<file path="config.mk">
export PLATFORM = sky130hd
export DESIGN_NAME = mc_controller
export DESIGN_NICKNAME = d
export VERILOG_FILES = /design/src/rtl/mc_pkg.sv /design/src/rtl/mc_alu_decode.sv /design/src/rtl/mc_controller.sv
export SDC_FILE = /design/constraint.sdc
export NUM_CORES = 1
export LEC_CHECK = 0
export ABC_AREA = 0
export CAP_MARGIN = 5
export CORE_MARGIN = 8
export CORE_UTILIZATION = 34
export DETAILED_ROUTE_END_ITERATION = 16
export PLACE_DENSITY = 0.87
export SYNTH_ARGS = -nofsm -noshare
export SYNTH_HDL_FRONTEND = slang
export SYNTH_SLANG_ARGS = --single-unit
</file>
<file path="constraint.sdc">
create_clock -name clk -period 3.5 [get_ports clk]
set_input_delay 0.875 -clock clk [delete_from_list [all_inputs] [get_ports clk]]
set_output_delay 0.875 -clock clk [all_outputs]
set_load 0.05 [all_outputs]
</file>
<file path="src/rtl/mc_pkg.sv">
// Shared types and encodings for the multicycle RV32I control FSM.
package mc_pkg;

    // One state per datapath cycle.
    typedef enum logic [3:0] {
        FETCH,
        DECODE,
        MEMADR,
        MEMREAD,
        MEMWB,
        MEMWR,
        EXECR,
        EXECI,
        ALUWB,
        BRANCH,
        JAL,
        TRAP
    } statetype_t;

    // ALU operation requested by the FSM.
    typedef enum logic [1:0] {
        ALUOP_ADD   = 2'b00,
        ALUOP_SUB   = 2'b01,
        ALUOP_FUNCT = 2'b10
    } aluop_t;

    // Opcodes (Instr[6:0]).
    localparam logic [6:0] OP_LOAD   = 7'b0000011;
    localparam logic [6:0] OP_STORE  = 7'b0100011;
    localparam logic [6:0] OP_RTYPE  = 7'b0110011;
    localparam logic [6:0] OP_ITYPE  = 7'b0010011;
    localparam logic [6:0] OP_BRANCH = 7'b1100011;
    localparam logic [6:0] OP_JAL    = 7'b1101111;

    // ALUControl encodings.
    localparam logic [2:0] ALU_ADD = 3'b000;
    localparam logic [2:0] ALU_SUB = 3'b001;
    localparam logic [2:0] ALU_AND = 3'b010;
    localparam logic [2:0] ALU_OR  = 3'b011;
    localparam logic [2:0] ALU_XOR = 3'b100;
    localparam logic [2:0] ALU_SLT = 3'b101;

    // Result mux select.
    localparam logic [1:0] RES_ALUOUT    = 2'b00;
    localparam logic [1:0] RES_DATA      = 2'b01;
    localparam logic [1:0] RES_ALURESULT = 2'b10;

    // ALU operand selects.
    localparam logic [1:0] SRCA_PC    = 2'b00;
    localparam logic [1:0] SRCA_OLDPC = 2'b01;
    localparam logic [1:0] SRCA_RD1   = 2'b10;
    localparam logic [1:0] SRCB_WD    = 2'b00;
    localparam logic [1:0] SRCB_IMM   = 2'b01;
    localparam logic [1:0] SRCB_FOUR  = 2'b10;

    // Immediate format select.
    localparam logic [2:0] IMM_I = 3'b000;
    localparam logic [2:0] IMM_S = 3'b001;
    localparam logic [2:0] IMM_B = 3'b010;
    localparam logic [2:0] IMM_J = 3'b011;

endpackage

</file>
<file path="src/rtl/mc_alu_decode.sv">
// ALU control decode: maps ALUOp/funct3/funct7b5 to the ALU operation and
// flags funct3 values this core does not implement.
module mc_alu_decode
    import mc_pkg::*;
(
    input  aluop_t      alu_op,
    input  logic [2:0]  funct3,
    input  logic        funct7b5,
    input  logic        opb5,
    output logic [2:0]  alu_control,
    output logic        bad_funct
);

    // Select the ALU operation; unsupported funct3 falls back to add and raises bad_funct.
    always_comb begin
        alu_control = ALU_ADD;
        bad_funct   = 1'b0;
        case (alu_op)
            ALUOP_ADD: alu_control = ALU_ADD;
            ALUOP_SUB: alu_control = ALU_SUB;
            default: begin
                case (funct3)
                    3'b000:  alu_control = (funct7b5 & opb5) ? ALU_SUB : ALU_ADD;
                    3'b010:  alu_control = ALU_SLT;
                    3'b100:  alu_control = ALU_XOR;
                    3'b110:  alu_control = ALU_OR;
                    3'b111:  alu_control = ALU_AND;
                    default: bad_funct   = 1'b1;
                endcase
            end
        endcase
    end

endmodule

</file>
<file path="src/rtl/mc_controller.sv">
// Control FSM for the multicycle RV32I datapath (shared instr/data memory).
// Optional performance counters are built when MC_CTRL_PERF_EN is defined;
// otherwise cycle_cnt and instret_cnt are tied to zero.
module mc_controller
    import mc_pkg::*;
#(
    parameter int unsigned CNT_W = 32
) (
    input  logic             clk,
    input  logic             reset,
    input  logic [6:0]       op,
    input  logic [2:0]       funct3,
    input  logic             funct7b5,
    input  logic             zero,
    input  logic             mem_ready,
    output logic             mem_req,
    output logic             adr_src,
    output logic             mem_write,
    output logic             ir_write,
    output logic             pc_write,
    output logic             reg_write,
    output logic [1:0]       result_src,
    output logic [1:0]       alu_src_a,
    output logic [1:0]       alu_src_b,
    output logic [2:0]       imm_src,
    output logic [2:0]       alu_control,
    output logic             illegal,
    output logic [CNT_W-1:0] cycle_cnt,
    output logic [CNT_W-1:0] instret_cnt
);

    statetype_t state, next_state;
    aluop_t     alu_op;
    logic       bad_funct;

    mc_alu_decode u_alu_decode (
        .alu_op      (alu_op),
        .funct3      (funct3),
        .funct7b5    (funct7b5),
        .opb5        (op[5]),
        .alu_control (alu_control),
        .bad_funct   (bad_funct)
    );

    // State register; reset aborts any instruction in flight.
    always_ff @(posedge clk or posedge reset) begin
        if (reset) state <= FETCH;
        else       state <= next_state;
    end

    // Next-state and Moore outputs (pc_write in BRANCH and mem_ready gating excepted).
    // illegal is sticky because TRAP is only left through reset.
    always_comb begin
        next_state = state;
        mem_req    = 1'b0;
        adr_src    = 1'b0;
        mem_write  = 1'b0;
        ir_write   = 1'b0;
        pc_write   = 1'b0;
        reg_write  = 1'b0;
        result_src = RES_ALUOUT;
        alu_src_a  = SRCA_PC;
        alu_src_b  = SRCB_WD;
        imm_src    = IMM_I;
        alu_op     = ALUOP_ADD;
        illegal    = 1'b0;
        case (state)
            FETCH: begin
                mem_req    = 1'b1;
                alu_src_b  = SRCB_FOUR;
                result_src = RES_ALURESULT;
                if (mem_ready) begin
                    ir_write   = 1'b1;
                    pc_write   = 1'b1;
                    next_state = DECODE;
                end
            end
            DECODE: begin
                alu_src_a = SRCA_OLDPC;
                alu_src_b = SRCB_IMM;
                imm_src   = IMM_B;
                case (op)
                    OP_LOAD, OP_STORE: next_state = MEMADR;
                    OP_RTYPE:          next_state = EXECR;
                    OP_ITYPE:          next_state = EXECI;
                    OP_BRANCH:         next_state = BRANCH;
                    OP_JAL:            next_state = JAL;
                    default:           next_state = TRAP;
                endcase
            end
            MEMADR: begin
                alu_src_a  = SRCA_RD1;
                alu_src_b  = SRCB_IMM;
                imm_src    = op[5] ? IMM_S : IMM_I;
                next_state = op[5] ? MEMWR : MEMREAD;
            end
            MEMREAD: begin
                mem_req = 1'b1;
                adr_src = 1'b1;
                if (mem_ready) next_state = MEMWB;
            end
            MEMWB: begin
                result_src = RES_DATA;
                reg_write  = 1'b1;
                next_state = FETCH;
            end
            MEMWR: begin
                mem_req   = 1'b1;
                adr_src   = 1'b1;
                mem_write = 1'b1;
                if (mem_ready) next_state = FETCH;
            end
            EXECR: begin
                alu_src_a  = SRCA_RD1;
                alu_src_b  = SRCB_WD;
                alu_op     = ALUOP_FUNCT;
                next_state = bad_funct ? TRAP : ALUWB;
            end
            EXECI: begin
                alu_src_a  = SRCA_RD1;
                alu_src_b  = SRCB_IMM;
                imm_src    = IMM_I;
                alu_op     = ALUOP_FUNCT;
                next_state = bad_funct ? TRAP : ALUWB;
            end
            ALUWB: begin
                result_src = RES_ALUOUT;
                reg_write  = 1'b1;
                next_state = FETCH;
            end
            BRANCH: begin
                alu_src_a  = SRCA_RD1;
                alu_src_b  = SRCB_WD;
                alu_op     = ALUOP_SUB;
                result_src = RES_ALUOUT;
                pc_write   = zero ^ funct3[0];
                next_state = FETCH;
            end
            JAL: begin
                alu_src_a  = SRCA_OLDPC;
                alu_src_b  = SRCB_FOUR;
                result_src = RES_ALUOUT;
                pc_write   = 1'b1;
                imm_src    = IMM_J;
                next_state = ALUWB;
            end
            TRAP: begin
                illegal    = 1'b1;
                next_state = TRAP;
            end
            default: next_state = FETCH;
        endcase
    end

`ifdef MC_CTRL_PERF_EN
    localparam logic [CNT_W-1:0] CNT_ONE = CNT_W'(1);

    logic             retire;
    logic [CNT_W-1:0] cycle_q;
    logic [CNT_W-1:0] instret_q;

    // An instruction retires in its final state; a store only once memory accepts it.
    always_comb begin
        retire = (state == MEMWB) || (state == ALUWB) || (state == BRANCH) ||
                 ((state == MEMWR) && mem_ready);
    end

    // Free-running cycle and retired-instruction counters, wrapping naturally.
    always_ff @(posedge clk or posedge reset) begin
        if (reset) begin
            cycle_q   <= '0;
            instret_q <= '0;
        end else begin
            cycle_q <= cycle_q + CNT_ONE;
            if (retire) instret_q <= instret_q + CNT_ONE;
        end
    end

    assign cycle_cnt   = cycle_q;
    assign instret_cnt = instret_q;
`else
    assign cycle_cnt   = '0;
    assign instret_cnt = '0;
`endif

endmodule

</file>
==> qor.txt, run 1 <==
number of flip-flops in the largest register = 4
r2r worst-path depth = 5
P per Cell Area = 1003 mW/mm2
Worst Path Arrival = 2.28 ns
Hold Vio Cnt, Final = 0
Routed WL per cell = 11.58 um
multi-input logic area = 679.4 um2
asr flop ratio synth = 100.0%
Worst Skew = 0.002780 ns
worst path required time = 2.62 ns
Core Rows = 20
Seq cells post-synth = 4
Remaining Overflow, GRT = 0
Final Setup Violations = 0
# nets final = 204
crit path launch type = register
fin crit period = 3.151 ns
CP max FO = 18
Die H = 72.65 um
antenna violations before repair = 0
Post-CTS Hold Fix Bufs = 0
Total Wirelength = 2.674 mm
PnR worst setup slack = 0.3489 ns
Post-Syn Instances = 159
ant diodes = 0
Tightest Pin Transition = 0.5404 ns
Yosys Warn Count = 0
status = completed
CTS tree = built
Top Registers = state: 4 flops
VDD IR-drop max = 0.0001825 V
Die ar. = 0.005277 mm2
Core Region = 0.003053 mm2
top post-synthesis cells by area = buf_4 46%, dfrtp_1 9.2%, nor2_1 5.5%
vias per cell = 4.156
Max Cap Viol = 0
overall routing resource usage = 9.224%
IO Pins = 98
die width = 72.65 um
commonest non-fill, non-tap cell in the layout = conb_1
first-pass GRT wire length = 4.029 mm
layout cell share with drive strength beyond 1 = 8.021%
most flop-heavy register = state
Cell Area, Synth = 0.001091 mm2
Post-synth EDFFs = 0
fin. max-slew vios = 0
CTS HTree Levels = 1
via count = 960
Clock Latency Late Sink = 0.23 ns
hold depth = 2
DRC Markers = 0
maximum root-to-sink buffer count = 2
Final ANT Viol Nets = 0
GPL Wtd Cong = 0.8294
leakage = 0.6022 nW
sequential share of the synthesized area = 9.174%
Main synth FF type = dfrtp_1
mean area per synthesized cell = 6.862 um2
initial drt markers = 83
register area = 100.1 um2
Slew HR = 63.98%
Inserted Clock Buffers = 3
DP Worst Slack = 0.4323 ns
Synth area leader = buf_4
crit end category = primary output
Clk Tree Root Cell = clkbuf_4
CTS sink cnt = 4
Syn-to-layout area delta = 12.39%
Initial Utilization = 35.74%
# fillers = 320
drt pass-1 iters = 4
Synth top area share = 46.10%
Hold/Removal Path Class = reg -> reg
Final Cycle Share = 90.03%
WS Path Type = reg -> out
Max Fclk = 317.4 MHz
largest net degree at the start of global routing = 19
setup fix buffers added after clock tree synthesis = 0
Power Total = 1.230 mW
commonest non-fill, non-tap cells in the layout = 65 x conb_1, 26 x clkdlybuf4s50_1, 16 x nor2_1, 8 x nand2_1
clock-pin slew on the worst setup and hold paths = 0.03 ns
Sum Neg Setup Slack = 0 ns
vias in the first global route = 889
port bufs = 32
DP HPWL = 2.322 mm
RSZ-0062 raised after global routing = false
library cells used by synthesis = 33
Resized cells post-CTS = 0
## per-layer routing
metal	global-route usage, %	up-vias	share of wire [%]	wire length [um]
li1	-	448	-	-
met1	10.24	441	37	991
met2	15.41	67	49	1309
met3	3.297	4	12	308
met4	4.000	0	2.4	65
met5	0	-	0	0
## path summary, 6_finish.rpt
path / startpoint / end / slack [ns]
max: state[3] / mem_req / 0.35
min reg2reg: state[1] / state[3] / 0.82
min: state[1] / state[3] / 0.82
max in group asynchronous: reset / state[1] / 2.53
min in group asynchronous: reset / state[2] / 0.83
max reg2reg: state[3] / state[0] / 1.92
## synth_stat cells, types with 2 or more instances
library cell,instances
buf_4,67
nor2_1,16
nand2_1,8
a21oi_1,7
nor3_1,7
inv_1,5
a31oi_1,4
dfrtp_1,4
o22ai_1,4
buf_2,3
nand2b_1,3
nand3_1,3
nor2b_1,3
xnor2_1,3
and2_1,2
o21ai_1,2
or2_1,2
## cells by family (layout without fill, tap and decap cells)
group                     Yosys count  in the layout  share of synthesized area [%]
AOI/OAI and AO/OA                  21             21                          12.04
xor gates and xnor gates            4              4                          3.212
buffers and inverters              77             41                          50.57
DFF                                 4              4                          9.175
other                               1             65                         0.3437
and+or+nand+nor                    52             52                          24.66
## power breakdown
part	internal [mW]	switching (mW)	leakage, nW
combinational	0.334	0.695	0.537
clock	0.0383	0.0184	0.0138
sequential	0.0662	0.0775	0.0516
## cell type report
type | count | share of cell area [%]
clock buffer | 3 | 1.837
inverter | 5 | 1.531
multi-input combinational | 142 | 55.41
sequential | 4 | 8.163
tap | 44 | 4.490
timing repair buffer | 33 | 28.57
## through the flow
stage	area [um2]	cells	util (%)	hold WS, ns
final	1226	231	40.16	0.8175
after global routing	1226	231	40.16	0.8453
after CTS	1226	231	40.16	0.8049
after detailed placement	1204	228	39.43	0.7997
after global placement	1204	228	39.43	0.7790
after floorplan	1331	223	-	0.6341
## critical path, cell delays in order (launching register included)
cell	delay, ns
dfrtp_1	0.56
nand2b_1	0.26
or2_1	0.27
inv_1	0.07
or2_1	0.09
clkdlybuf4s50_1	0.79
Power figures use the tool's default switching activity.
==> inputs of run 2 (changes only) <==
--- a/config.mk
+++ b/config.mk
@@ -10,7 +10,7 @@
 export CORE_MARGIN = 8
 export CORE_UTILIZATION = 34
 export DETAILED_ROUTE_END_ITERATION = 16
-export PLACE_DENSITY = 0.87
+export PLACE_DENSITY_LB_ADDON = 0.2
 export SYNTH_ARGS = -nofsm -noshare
 export SYNTH_HDL_FRONTEND = slang
 export SYNTH_SLANG_ARGS = --single-unit
==> qor.txt, run 2 (synthesis gave the netlist of run 1 again) <==
# nets final = 203 (-0.49%)
drt pass-1 iters = 4 (unchanged)
r2r worst-path depth = 5 (unchanged)
Final Cycle Share = 91.03% (+1.0 points)
Clk Tree Root Cell = clkbuf_4
Die ar. = 0.005277 mm2 (unchanged)
CP max FO = 18 (unchanged)
Max Fclk = 313.9 MHz (-1.1%)
Resized cells post-CTS = 0 (unchanged)
Sum Neg Setup Slack = 0 ns (unchanged)
fin crit period = 3.186 ns (+0.03502 ns)
VDD IR-drop max = 0.0002045 V (+12%)
CTS sink cnt = 4 (unchanged)
crit path to = mem_req
GPL Wtd Cong = 0.7791 (-6.1%)
Post-CTS Hold Fix Bufs = 0 (unchanged)
Final ANT Viol Nets = 0 (unchanged)
Inserted Clock Buffers = 3 (unchanged)
commonest non-fill, non-tap cell in the layout = conb_1
DP Worst Slack = 0.4501 ns (+0.01776 ns)
maximum root-to-sink buffer count = 2 (unchanged)
number of flip-flops in the largest register = 4 (unchanged)
die width = 72.65 um (unchanged)
P per Cell Area = 1007 mW/mm2 (+0.38%)
vias in the first global route = 891 (+0.22%)
Max Cap Viol = 0 (unchanged)
clock-pin slew on the worst setup and hold paths = 0.04 ns (about the same)
setup fix buffers added after clock tree synthesis = 0 (unchanged)
Slew HR = 61.28% (-2.7 points)
Layout Cells excl Fill = 230 (-0.43%)
vias per cell = 3.939 (-5.2%)
DRC Markers = 0 (unchanged)
Initial Utilization = 35.74% (unchanged)
first-pass GRT wire length = 4.071 mm (+1.0%)
initial drt markers = 42 (-49%)
Remaining Overflow, GRT = 0 (unchanged)
Core Rows = 20 (unchanged)
Tightest Pin Transition = 0.5809 ns (+0.04051 ns)
Syn-to-layout area delta = 11.70%
flop2flop setup slack = 1.84 ns (-0.08 ns)
crit path launch type = register
crit path launch = state[3]
Core Region = 0.003053 mm2 (unchanged)
Util after Layout = 39.92% (-0.25 points)
layout cell share with drive strength beyond 1 = 7.527% (-0.49 points)
ant diodes = 0 (unchanged)
Hold/Removal Path Class = in -> async
WS Path Type = reg -> out
commonest non-fill, non-tap cells in the layout = 65 x conb_1, 26 x clkdlybuf4s50_1, 16 x nor2_1, 8 x nand2_1
RSZ-0062 raised after global routing = false
Power Total = 1.227 mW (-0.23%)
via count = 906 (-5.6%)
overall routing resource usage = 9.368% (+0.14 points)
Hold Vio Cnt, Final = 0 (unchanged)
crit end category = primary output
r2r endpoint = state[0]
Worst Skew = 0.005186 ns (+0.002406 ns)
status = completed
Final Setup Violations = 0 (unchanged)
Total Wirelength = 2.674 mm (unchanged)
PnR worst setup slack = 0.3139 ns (-0.03502 ns)
leakage = 0.5972 nW (-0.83%)
CTS tree = built
largest net degree at the start of global routing = 20 (+1)
IO Pins = 98 (unchanged)
Post-Place Cells = 227 (-0.44%)
reg2reg start = state[0]
Clock Latency Late Sink = 0.24 ns (about the same)
CTS HTree Levels = 1 (unchanged)
Top Registers = state: 4 flops
most flop-heavy register = state
Worst Path Arrival = 2.31 ns (+0.03 ns)
multi-input logic area = 679.4 um2 (unchanged)
port bufs = 32 (unchanged)
# fillers = 336 (+5.0%)
Die H = 72.65 um (unchanged)
fin. max-slew vios = 0 (unchanged)
worst path required time = 2.62 ns (about the same)
register area = 100.1 um2 (unchanged)
antenna violations before repair = 0 (unchanged)
DP HPWL = 2.267 mm (-2.3%)
Routed WL per cell = 11.63 um (+0.43%)
## run 2: cell count changes in the layout (fill, tap and decap cells not counted)
cell,delta
buf_4,-1
## run 2: worst max-delay path, stage by stage (launching register included)
cell,delay [ns]
dfrtp_1,0.58
nand2b_1,0.26
or2_1,0.27
inv_1,0.07
or2_1,0.09
clkdlybuf4s50_1,0.79
## run 2: how the worst min path moves through the flow
stage	startpoint	end	slack, ns	cells after the start
2_1_floorplan	state[2]	state[1]	0.63	3
3_3_place_gp	state[1]	state[3]	0.81	2
3_5_place_dp	state[1]	state[3]	0.81	2
4_1_cts	reset	state[3]	0.82	2
5_1_grt	reset	state[3]	0.84	2
6_report	reset	state[3]	0.82	2
## run 2: routing by layer
layer | routed length [um] | global-route usage, %
met3 | 300 | 2.610
met4 | 38 | 5.333
met2 | 1196 | 14.71
met1 | 1138 | 11.11
met5 | 0 | 0
## run 2: metrics by stage
step	hold WS, ns	cell area [um2]
CTS	0.8151	1219
global route	0.8390	1219
global placement	0.8126	1196
finish	0.8182	1219
floorplan	0.6341	1331
detailed placement	0.8078	1196
## run 2: area by class of cell
type,count,share of cell area [%]
clock buffers,3,1.848
flip-flops and latches,4,8.214
repair buffers,32,28.13
multi-input cells,142,55.75
inverters,5,1.540
well taps,44,4.517
## run 2: power by group
group / total [mW] / switching, mW / leakage, nW / internal [mW]
combinational: 1.01 / 0.683 / 0.532 / 0.327
sequential: 0.157 / 0.0909 / 0.0516 / 0.0658
clock: 0.0596 / 0.0211 / 0.0138 / 0.0385
total: 1.23 / 0.795 / 0.597 / 0.432
==> inputs of run 3 (changes only) <==
--- a/config.mk
+++ b/config.mk
@@ -7,10 +7,9 @@
 export LEC_CHECK = 0
 export ABC_AREA = 0
 export CAP_MARGIN = 5
-export CORE_MARGIN = 8
 export CORE_UTILIZATION = 34
 export DETAILED_ROUTE_END_ITERATION = 16
-export PLACE_DENSITY_LB_ADDON = 0.2
+export PLACE_DENSITY = 0.89
 export SYNTH_ARGS = -nofsm -noshare
 export SYNTH_HDL_FRONTEND = slang
 export SYNTH_SLANG_ARGS = --single-unit
==> qor.txt, run 3 (synthesis gave the netlist of run 1 again) <==
status = completed
CTS tree = built
Hold/Removal Path Class = reg -> reg
Core Rows = 20 (unchanged)
Final ANT Viol Nets = 0 (unchanged)
Clock Power Share = 4.7% (-0.2 points)
Remaining Overflow, GRT = 0 (unchanged)
Worst Path Arrival = 2.28 ns (-0.03 ns)
VDD IR-drop max = 0.0001788 V (-13%)
first-pass GRT wire length = 2.891 mm (-29%)
vias per cell = 3.970 (+0.77%)
via count = 913 (+0.77%)
Final Cycle Share = 90.05% (-0.98 points)
overall routing resource usage = 10.98% (+1.6 points)
Die H = 58.65 um (-19%)
Total Wirelength = 1.927 mm (-28%)
largest net degree at the start of global routing = 20 (unchanged)
Initial Utilization = 35.74% (unchanged)
commonest non-fill, non-tap cells in the layout = 65 x conb_1, 26 x clkdlybuf4s50_1, 16 x nor2_1, 8 x nand2_1
Slew HR = 64.46% (+3.2 points)
WS Path Type = reg -> out
Post-CTS Hold Fix Bufs = 0 (unchanged)
Routed WL per cell = 8.378 um (-28%)
Inserted Clock Buffers = 3 (unchanged)
Seq pwr share = 12.7% (about the same)
Sw Ratio = 64.78% (about the same)
initial drt markers = 32 (-24%)
Sum Neg Setup Slack = 0 ns (unchanged)
Clk Tree Root Cell = clkbuf_4
switching pwr = 0.7779 mW (-2.1%)
multi-input logic area = 679.4 um2 (unchanged)
fin crit period = 3.152 ns (-0.03447 ns)
Tightest Pin Transition = 0.5332 ns (-0.04771 ns)
Power Total = 1.201 mW (-2.1%)
crit path launch type = register
IO Pins = 98 (unchanged)
port bufs = 32 (unchanged)
GPL Wtd Cong = 0.9039 (+16%)
# fillers = 330 (-1.8%)
DP HPWL = 1.620 mm (-29%)
Max Fclk = 317.3 MHz (+1.1%)
Util after Layout = 39.51% (-0.41 points)
# nets final = 203 (unchanged)
vias in the first global route = 693 (-22%)
most flop-heavy register = state
worst path required time = 2.62 ns (about the same)
Max Cap Viol = 0 (unchanged)
Die ar. = 0.003439 mm2 (-35%)
antenna violations before repair = 0 (unchanged)
setup fix buffers added after clock tree synthesis = 0 (unchanged)
maximum root-to-sink buffer count = 2 (unchanged)
number of flip-flops in the largest register = 4 (unchanged)
CTS sink cnt = 4 (unchanged)
die width = 58.65 um (-19%)
Worst Skew = 0.001263 ns (-0.003923 ns)
Final Setup Violations = 0 (unchanged)
P per Cell Area = 995.7 mW/mm2 (-1.1%)
Clock Latency Late Sink = 0.23 ns (about the same)
clock-pin slew on the worst setup and hold paths = 0.04 ns (about the same)
Top Registers = state: 4 flops
internal power = 0.4230 mW (-2.0%)
leakage = 0.5941 nW (-0.51%)
Core Region = 0.003053 mm2 (unchanged)
fin. max-slew vios = 0 (unchanged)
layout cell share with drive strength beyond 1 = 7.527% (unchanged)
commonest non-fill, non-tap cell in the layout = conb_1
Resized cells post-CTS = 0 (unchanged)
CP max FO = 18 (unchanged)
drt pass-1 iters = 4 (unchanged)
crit end category = primary output
Comb power frac = 82.6% (+0.2 points)
CTS HTree Levels = 1 (unchanged)
register area = 100.1 um2 (unchanged)
Syn-to-layout area delta = 10.55%
DRC Markers = 0 (unchanged)
ant diodes = 0 (unchanged)
RSZ-0062 raised after global routing = false
Hold Vio Cnt, Final = 0 (unchanged)
## run 3: power by group through the flow
| stage | Sequential (mW) | Combinational [mW] | Clock [mW] |
|---|---|---|---|
| 4_1_cts | 0.151 | 0.994 | 0.0587 |
| 2_1_floorplan | 0.0803 | 0.887 | 0 |
| 6_report | 0.152 | 0.992 | 0.0565 |
| 3_3_place_gp | 0.152 | 0.982 | 0 |
| 3_5_place_dp | 0.152 | 0.993 | 0 |
| 5_1_grt | 0.162 | 1.05 | 0.0630 |
## run 3: stage by stage
step / setup slack, ns / std cells / hold WS (ns) / area [um2]
after floorplan: 0.4835 / 223 / 0.6341 / 1331
after global placement: 0.5106 / 227 / 0.7795 / 1184
after detailed placement: 0.4746 / 227 / 0.7823 / 1184
after CTS: 0.3302 / 230 / 0.7932 / 1206
after global routing: 0.1990 / 230 / 0.8453 / 1206
final: 0.3484 / 230 / 0.8106 / 1206
## run 3: final cells by class
| cell class | instances | share of cell area, % |
|---|---|---|
| timing repair buffer | 32 | 27.39 |
| multi-input combinational | 142 | 56.33 |
| inverter | 5 | 1.556 |
| sequential | 4 | 8.299 |
| tap | 44 | 4.564 |
| clock buffer | 3 | 1.867 |
## run 3: per-layer routing
metal | up-vias | part of all wire, % | track usage (%)
li1 | 446 | - | -
met1 | 399 | 39 | 13.39
met2 | 66 | 49 | 17.90
met3 | 2 | 11 | 2.418
met4 | 0 | 1.1 | 6.122
met5 | - | 0 | 0
## run 3: critical path, stage by stage, from the launching register on
cell             delay (ns)
dfrtp_1                0.56
nand2b_1               0.25
or2_1                  0.27
inv_1                  0.07
or2_1                  0.10
clkdlybuf4s50_1        0.79
## run 3: final timing paths
path / start / endpoint / slack (ns) / cells past startpoint
max reg2reg: state[0] / state[0] / 1.87 / 5
max: state[3] / mem_req / 0.35 / 5
max in group asynchronous: reset / state[0] / 2.51 / 2
min in group asynchronous: reset / state[1] / 0.84 / 2
min reg2reg: state[1] / state[3] / 0.81 / 2
min: state[1] / state[3] / 0.81 / 2
